### config.mk
export PLATFORM = sky130hd
export DESIGN_NAME = fifo_wr_arbiter
export DESIGN_NICKNAME = d
export VERILOG_FILES = /design/src/rtl/fifo_wr_arbiter.sv
export SDC_FILE = /design/constraint.sdc
export NUM_CORES = 1
export LEC_CHECK = 0
export CORE_MARGIN = 2
export CORE_UTILIZATION = 38
export CTS_BUF_LIST = sky130_fd_sc_hd__clkbuf_16
export DETAILED_ROUTE_END_ITERATION = 7
export HOLD_SLACK_MARGIN = 0.03
export PLACE_DENSITY = 0.81
export SYNTH_ARGS = -nofsm -noshare
export SYNTH_HDL_FRONTEND = slang
export SYNTH_SLANG_ARGS = --single-unit
### constraint.sdc
create_clock -name clk -period 3.25 [get_ports clk]
set_clock_uncertainty 0.2 [all_clocks]
set_input_delay 0.8125 -clock clk [delete_from_list [all_inputs] [get_ports clk]]
set_output_delay 0.8125 -clock clk [all_outputs]
set_load 0.005 [all_outputs]
### src/rtl/fifo_wr_arbiter.sv
// fifo_wr_arbiter: 4-way round-robin write arbiter feeding a FIFO.
// Optional burst priority enabled by defining ARB_BURST_EN.
module fifo_wr_arbiter #(
    parameter int WIDTH     = 16,
    parameter int DEPTH     = 16,
    parameter int CNTW      = 5,
    parameter int MAX_BURST = 4
) (
    input  logic               clk,
    input  logic               reset,
    input  logic [3:0]         req,
    input  logic [4*WIDTH-1:0] din_bus,
    output logic [3:0]         gnt,
    output logic               fifo_wr_en,
    output logic [WIDTH-1:0]   fifo_din,
    input  logic               fifo_rd_en,
    output logic [CNTW-1:0]    count,
    output logic               full
);

    localparam logic [CNTW-1:0] DEPTH_C = CNTW'(DEPTH);

    typedef enum logic [1:0] {
        IDLE  = 2'd0,
        GRANT = 2'd1,
        STALL = 2'd2
    } state_t;

    state_t          state_q;
    state_t          state_d;
    logic [1:0]      ptr_q;
    logic [1:0]      ptr_d;
    logic [1:0]      win;
    logic [1:0]      idx;
    logic            win_vld;
    logic            space;
    logic            do_wr;
    logic [CNTW-1:0] count_d;

`ifdef ARB_BURST_EN
    localparam int BW = $clog2(MAX_BURST + 1);
    localparam logic [BW-1:0] MAXB = BW'(MAX_BURST);
    logic [BW-1:0] bcnt_q;
    logic [BW-1:0] bcnt_d;
    logic [BW-1:0] run;
`endif

    // Round-robin search starting at ptr; first active request wins.
    always_comb begin
        win_vld = 1'b0;
        win     = ptr_q;
        idx     = ptr_q;
        for (int o = 0; o < 4; o++) begin
            idx = ptr_q + 2'(o);
            if (!win_vld && req[idx]) begin
                win_vld = 1'b1;
                win     = idx;
            end
        end
    end

    assign space = (count < DEPTH_C);
    assign do_wr = win_vld && space;

    // Occupancy: a simultaneous write and read leaves count untouched.
    always_comb begin
        count_d = count;
        unique case ({do_wr, fifo_rd_en})
            2'b10:   count_d = count + 1'b1;
            2'b01:   count_d = (count != '0) ? count - 1'b1 : count;
            default: count_d = count;
        endcase
    end

    // Priority pointer update (with optional burst hold on the winner).
`ifdef ARB_BURST_EN
    always_comb begin
        ptr_d  = ptr_q;
        bcnt_d = bcnt_q;
        run    = '0;
        if (do_wr) begin
            run = (win == ptr_q) ? bcnt_q + 1'b1 : BW'(1);
            if (run >= MAXB) begin
                ptr_d  = win + 2'd1;
                bcnt_d = '0;
            end else begin
                ptr_d  = win;
                bcnt_d = run;
            end
        end else if (bcnt_q != '0 && !req[ptr_q]) begin
            ptr_d  = ptr_q + 2'd1;
            bcnt_d = '0;
        end
    end
`else
    always_comb begin
        ptr_d = ptr_q;
        if (do_wr) begin
            ptr_d = win + 2'd1;
        end
    end
`endif

    // Next-state: idle with no requests, stall when full, else grant.
    always_comb begin
        state_d = state_q;
        unique case (state_q)
            IDLE: begin
                if (req != 4'b0000 && space) state_d = GRANT;
                else if (req != 4'b0000)     state_d = STALL;
            end
            GRANT: begin
                if (req == 4'b0000) state_d = IDLE;
                else if (!space)    state_d = STALL;
                else                state_d = GRANT;
            end
            STALL: begin
                if (req == 4'b0000) state_d = IDLE;
                else if (space)     state_d = GRANT;
                else                state_d = STALL;
            end
            default: state_d = IDLE;
        endcase
    end

    // State, pointer, occupancy and registered FIFO write port.
    always_ff @(posedge clk) begin
        if (reset) begin
            state_q    <= IDLE;
            ptr_q      <= 2'd0;
            gnt        <= 4'b0000;
            fifo_wr_en <= 1'b0;
            fifo_din   <= '0;
            count      <= '0;
            full       <= 1'b0;
        end else begin
            state_q    <= state_d;
            ptr_q      <= ptr_d;
            gnt        <= do_wr ? (4'b0001 << win) : 4'b0000;
            fifo_wr_en <= do_wr;
            if (do_wr) begin
                fifo_din <= din_bus[int'(win)*WIDTH +: WIDTH];
            end
            count      <= count_d;
            full       <= (count_d == DEPTH_C);
        end
    end

`ifdef ARB_BURST_EN
    // Burst length counter for the currently favoured requester.
    always_ff @(posedge clk) begin
        if (reset) bcnt_q <= '0;
        else       bcnt_q <= bcnt_d;
    end
`endif

endmodule

==> flow_summary.yaml, run 1 <==
setup_path:
  critPathCaptureType: "flip-flop"
  required_ns: 3.26
  cp_max_fo: 6
  cp.arrival_ns: 2.95
  criticalPathCategory: "in2reg"
  reg2reg_depth: 7
  cp-start-kind: "input port"
cts:
  cts_setup_buffers: 0
  htree_levels: 2
  cts_hold_buf: 0
  cts_max_path_buffers: 2
  clkLatencyLatePin_ns: 0.26
  cts_tree: "yes"
  cts_sinks: 29
  root_buffer: "clkbuf_16"
  cts_buffers: 5
  cts-resized-gates: 0
  clk_pin_slew_worst_paths_ns: 0.05
route:
  drtAntennaViolNets: 0
  wl_per_cell_um: 14.8
  dr_total_vias: 1714
  drc_errors: 0
  drtIter0Drc: 106
  first_pass_iters: 4
  wl_um: 4910
  routed_via_density: 5.16
die:
  dieHeight_um: 70.0
  std_cell_rows: 23
  core_um2: 4090
  ios: 98
  start_util: 0.404
  die_area_um2: 4890
  die_x_um: 70.0
synthesis:
  synth.area.top_cells: "dfxtp_1 (35%), mux2i_1 (20%), o221ai_1 (8.5%)"
  yosysSeqAreaShare: 0.351
  synthFlopType: "dfxtp_1"
  synthArstFlopShare: 0
  yosys_warnings: 0
  syn-cell-area_um2: 1650
  synth_cell_types: 35
  yosysTopAreaCellShare: 0.351
  synth-edff-count: 0
  syn_nets: 256
  syn_inst: 181
  ys_ff_latch: 29
  yosys.area.top_type: "dfxtp_1"
  post_synth.cell_area_avg_um2: 9.13
placed_design:
  dp_hpwl_um: 3830
  port_buffers: 97
  finalWeightedCongestion: 0.898
final_layout:
  fill_cells: 335
  area_delta_synth_final_pct: 71.5
  final_common_cell: "clkdlybuf4s50_1"
  nets: 357
  final_cell_mix: "clkdlybuf4s50_1 (97), mux2i_1 (33), dfxtp_1 (29), nand2_1 (21), o221ai_1 (16)"
  drive_gt1_frac: 0.0674
  n_antenna_cell: 0
global_route:
  track_usage: 0.202
  antenna_found_initial: 0
  gr-total-overflow: 0
  grt_start_max_net_pins: 19
  grt_pass1_wl_um: 7990
  first_global_vias: 1651
sta:
  max_freq_mhz: 340
  max_slew_margin: 0.274
  slew_viol_final: 0
  setup_tns_ns: 0
  finalHoldViolations: 0
  min_period_over_period: 0.905
  grt_setup_unrepaired: "no"
  setup_viol: 0
  max_slew.worst_pin.slew_ns: 1.09
  period_needed_ns: 2.94
power:
  p_per_area_nw_per_um2: 473
  max-vdd-ir-drop_v: 0.000285
  p_leak_uw: 0.00112
  power.total_uw: 1340
worst_hold_path:
  hp-class: "reg2reg"
  hold_depth: 2
status:
  status: "finished, final reports clean"
job:
  cap_violations: 0
worst max-delay path: stages:
cell and delay (ns):
clkdlybuf4s50_1 0.56, nor2_1 0.09, a21oi_2 0.18, inv_1 0.06, ha_1 0.23, inv_1 0.14
o21bai_1 0.13, a211o_1 0.33, a211oi_1 0.21, and4_1 0.20
cells in the mapped netlist, types with 2 or more instances:
| cell | instances |
|---|---|
| buf_4 | 2 |
| ha_1 | 4 |
| a21oi_1 | 8 |
| dfxtp_1 | 29 |
| clkbuf_1 | 3 |
| inv_1 | 9 |
| nor3_1 | 3 |
| nor2_1 | 15 |
| buf_6 | 2 |
| mux2i_1 | 33 |
| nor2b_1 | 5 |
| nand2_1 | 21 |
| nand3_1 | 3 |
| a211oi_1 | 4 |
| o221ai_1 | 16 |
| o21ai_0 | 5 |
metal layers:
layer,up-vias,share of wire,global-route usage
met5,-,0,0
li1,868,-,-
met3,6,0.045,0.0447
met4,0,0.012,0.0620
met1,789,0.44,0.254
met2,51,0.50,0.343
power by group:
| part | total (uW) | switching [uW] | internal [uW] |
|---|---|---|---|
| Sequential | 449 | 34.3 | 415 |
| Clock | 407 | 135 | 272 |
| Combinational | 485 | 188 | 298 |
cell families (layout without fill, tap and decap cells):
logic type               count (synthesis)  in the layout  share of synthesized area
AND/OR/NAND/NOR                         55             55                      0.173
XOR/XNOR                                 1              1                    0.00530
adder cells (fa/ha/maj)                  4              4                     0.0303
AO/OA/AOI/OAI                           39             39                      0.175
buffers and inverters                   19            120                     0.0583
flip-flops                              29             29                      0.351
multiplexers                            34             34                      0.207
metrics by stage:
step	area, um2	setup slack (ns)	hold WS (ns)	std cells	utilization
6_report	2830	0.309	0.263	332	0.694
3_3_place_gp	2700	0.133	0.244	325	0.661
4_1_cts	2830	0.305	0.264	332	0.694
2_1_floorplan	1650	0.578	0.257	181	-
5_1_grt	2830	0.0942	0.292	332	0.694
3_5_place_dp	2700	0.0400	0.253	325	0.661
worst paths after layout:
check	to	from	slack (ns)
worst max-delay path	full$_SDFF_PP0_	req[3]	0.31
worst min-delay path	fifo_din[15]$_SDFFE_PP0P_	fifo_din[15]$_SDFFE_PP0P_	0.26
worst max register to register	full$_SDFF_PP0_	count[0]$_SDFF_PP0_	0.96
worst min register to register	fifo_din[15]$_SDFFE_PP0P_	fifo_din[15]$_SDFFE_PP0P_	0.26
flip-flops by register name, indices dropped and copies added (netlist names):
signal,flops
count,5
gnt,4
fifo_din,16
fifo_wr_en,1
full,1
ptr_q,2
area by class of cell:
type / instances / area, um2 / share of cell area
Timing Repair Buffer: 104 / 1050 / 0.370
Multi-Input combinational cell: 133 / 976 / 0.344
Clock inverter: 2 / 7.51 / 0.00265
Tap cell: 50 / 62.6 / 0.0221
Sequential cell: 29 / 581 / 0.205
Clock buffer: 5 / 125 / 0.0442
Inverter: 9 / 33.8 / 0.0119
No activity file was read; power rests on OpenSTA's default activity.
==> inputs of run 2 (changes only) <==
- MAX_ROUTING_LAYER: default -> met4
- PLACE_DENSITY: 0.81 -> default
- PLACE_DENSITY_LB_ADDON: default -> 0.12
==> run 2 against run 1 <==
  * First-iteration DRC count shrank 38%
  * Critical path type unchanged
  * Sequential power is essentially flat
  * Largest power group unchanged
  * Highest routed layer unchanged
  * Final area grew 0.31%
  * Fmax grew 0.19%
  * Routed wire length shrank 0.79%
  * Cell count grew 0.90%
  * Worst hold slack gained 0.0028 ns
==> flow_summary.yaml, run 2 (synthesis results as in run 1) <==
status:
  status: "finished, final reports clean"
route:
  wl_per_cell_um: 14.5
  drtIter0Drc: 66
  first_pass_iters: 4
  drc_errors: 0
  routed_via_density: 5.17
  drtAntennaViolNets: 0
  wl_um: 4870
  dr_total_vias: 1731
final_layout:
  design_area_um2: 2840
  final_cell_mix: "clkdlybuf4s50_1 (97), mux2i_1 (33), dfxtp_1 (29), nand2_1 (21), o221ai_1 (16)"
  nets: 359
  final_common_cell: "clkdlybuf4s50_1"
  largestRegisters: "fifo_din: 16 flops, count: 5 flops, gnt: 4 flops"
  drive_gt1_frac: 0.0807
  largest_reg_flops: 16
  area_delta_synth_final_pct: 72.0
  n_antenna_cell: 0
  top_register: "fifo_din"
  fill_cells: 343
global_route:
  grt_start_max_net_pins: 19
  gr-total-overflow: 0
  track_usage: 0.210
  grt_pass1_wl_um: 8170
  antenna_found_initial: 0
  first_global_vias: 1726
setup_path:
  critical_path.slowest_cell: "clkdlybuf4s50_1"
  max_stage_delay_ns: 0.56
  cp_common_cell: "inv_1"
  crit_chain: "clkdlybuf4s50_1 -> nor2_1 -> a21oi_2 -> inv_1 -> ha_1 -> inv_1 -> o21bai_1 -> a211o_1 -> a211oi_1 -> and4_1"
  cp_max_fo: 6
  criticalPathCategory: "in2reg"
  cp.arrival_ns: 2.94
  cp-start-kind: "input port"
  required_ns: 3.26
  critPathCaptureType: "flip-flop"
cts:
  clk_pin_slew_worst_paths_ns: 0.05
  root_buffer: "clkbuf_16"
  cts_sinks: 29
  cts_setup_buffers: 0
  cts_hold_buf: 0
  cts_tree: "yes"
  cts_buffers: 5
  cts_max_path_buffers: 2
  cts-resized-gates: 0
  clkLatencyLatePin_ns: 0.26
  htree_levels: 2
placed_design:
  preCtsSetupSlack_ns: 0.0538
  dp_hpwl_um: 3730
  place_area_um2: 2700
  port_buffers: 97
  finalWeightedCongestion: 0.914
die:
  std_cell_rows: 23
  die_x_um: 70.0
  die_area_um2: 4890
  start_util: 0.404
  ios: 98
  dieHeight_um: 70.0
  core_um2: 4090
sta:
  slew_viol_final: 0
  fin_ws_ns: 0.314
  setup_viol: 0
  finalHoldViolations: 0
  min_period_over_period: 0.903
  max_slew_margin: 0.255
  setup_tns_ns: 0
  grt_setup_unrepaired: "no"
  max_slew.worst_pin.slew_ns: 1.11
  period_needed_ns: 2.94
  max_freq_mhz: 341
power:
  p_leak_uw: 0.00113
  p_per_area_nw_per_um2: 478
  max-vdd-ir-drop_v: 0.000253
worst_hold_path:
  hp-class: "reg2reg"
job:
  cap_violations: 0
run 2: through the flow:
step / util / total power [uW] / hold slack [ns] / cells
after floorplan: - / 688 / 0.257 / 181
after global placement: 0.662 / 938 / 0.243 / 327
after detailed placement: 0.662 / 940 / 0.251 / 327
after CTS: 0.696 / 1370 / 0.265 / 335
after global routing: 0.696 / 1440 / 0.291 / 335
final: 0.696 / 1360 / 0.265 / 335
run 2: area by class of cell:
type / count / area, um2 / area share
repair buffers: 106 / 1050 / 0.370
multi-input cells: 133 / 976 / 0.343
flip-flops and latches: 29 / 581 / 0.204
clock buffers: 5 / 125 / 0.0440
well taps: 50 / 62.6 / 0.0220
inverters: 9 / 33.8 / 0.0119
clock inverters: 3 / 13.8 / 0.00484
run 2: worst paths after layout:
check	from	to	slack (ns)	cells after the start
worst max register to register	count[0]$_SDFF_PP0_	full$_SDFF_PP0_	0.97	7
worst min-delay path	fifo_din[10]$_SDFFE_PP0P_	fifo_din[10]$_SDFFE_PP0P_	0.27	2
worst min register to register	fifo_din[10]$_SDFFE_PP0P_	fifo_din[10]$_SDFFE_PP0P_	0.27	2
worst max-delay path	req[3]	full$_SDFF_PP0_	0.31	10
run 2: critical path: cells and delay by family:
kind / cells / cell delay, ns
buffers and inverters: 3 / 0.77
AND/OR/NAND/NOR: 2 / 0.29
adder cells (fa/ha/maj): 1 / 0.24
AO/OA/AOI/OAI: 4 / 0.83
run 2: per-layer routing:
metal	vias to the layer above	track usage	part of all wire
li1	868	-	-
met1	780	0.267	0.45
met2	77	0.330	0.47
met3	6	0.0563	0.070
met4	0	0.0577	0.010
met5	-	-	0
run 2: where the power goes:
part	switching, uW	total (uW)	internal [uW]
clock	146	423	277
sequential	34.2	449	414
combinational	190	487	298
total	370	1360	989
==> inputs of run 3 (changes only) <==
- SETUP_SLACK_MARGIN: default -> 0.05
==> results of run 3 <==
No change in the layout: final DEF, timing and power equal those of run 2.
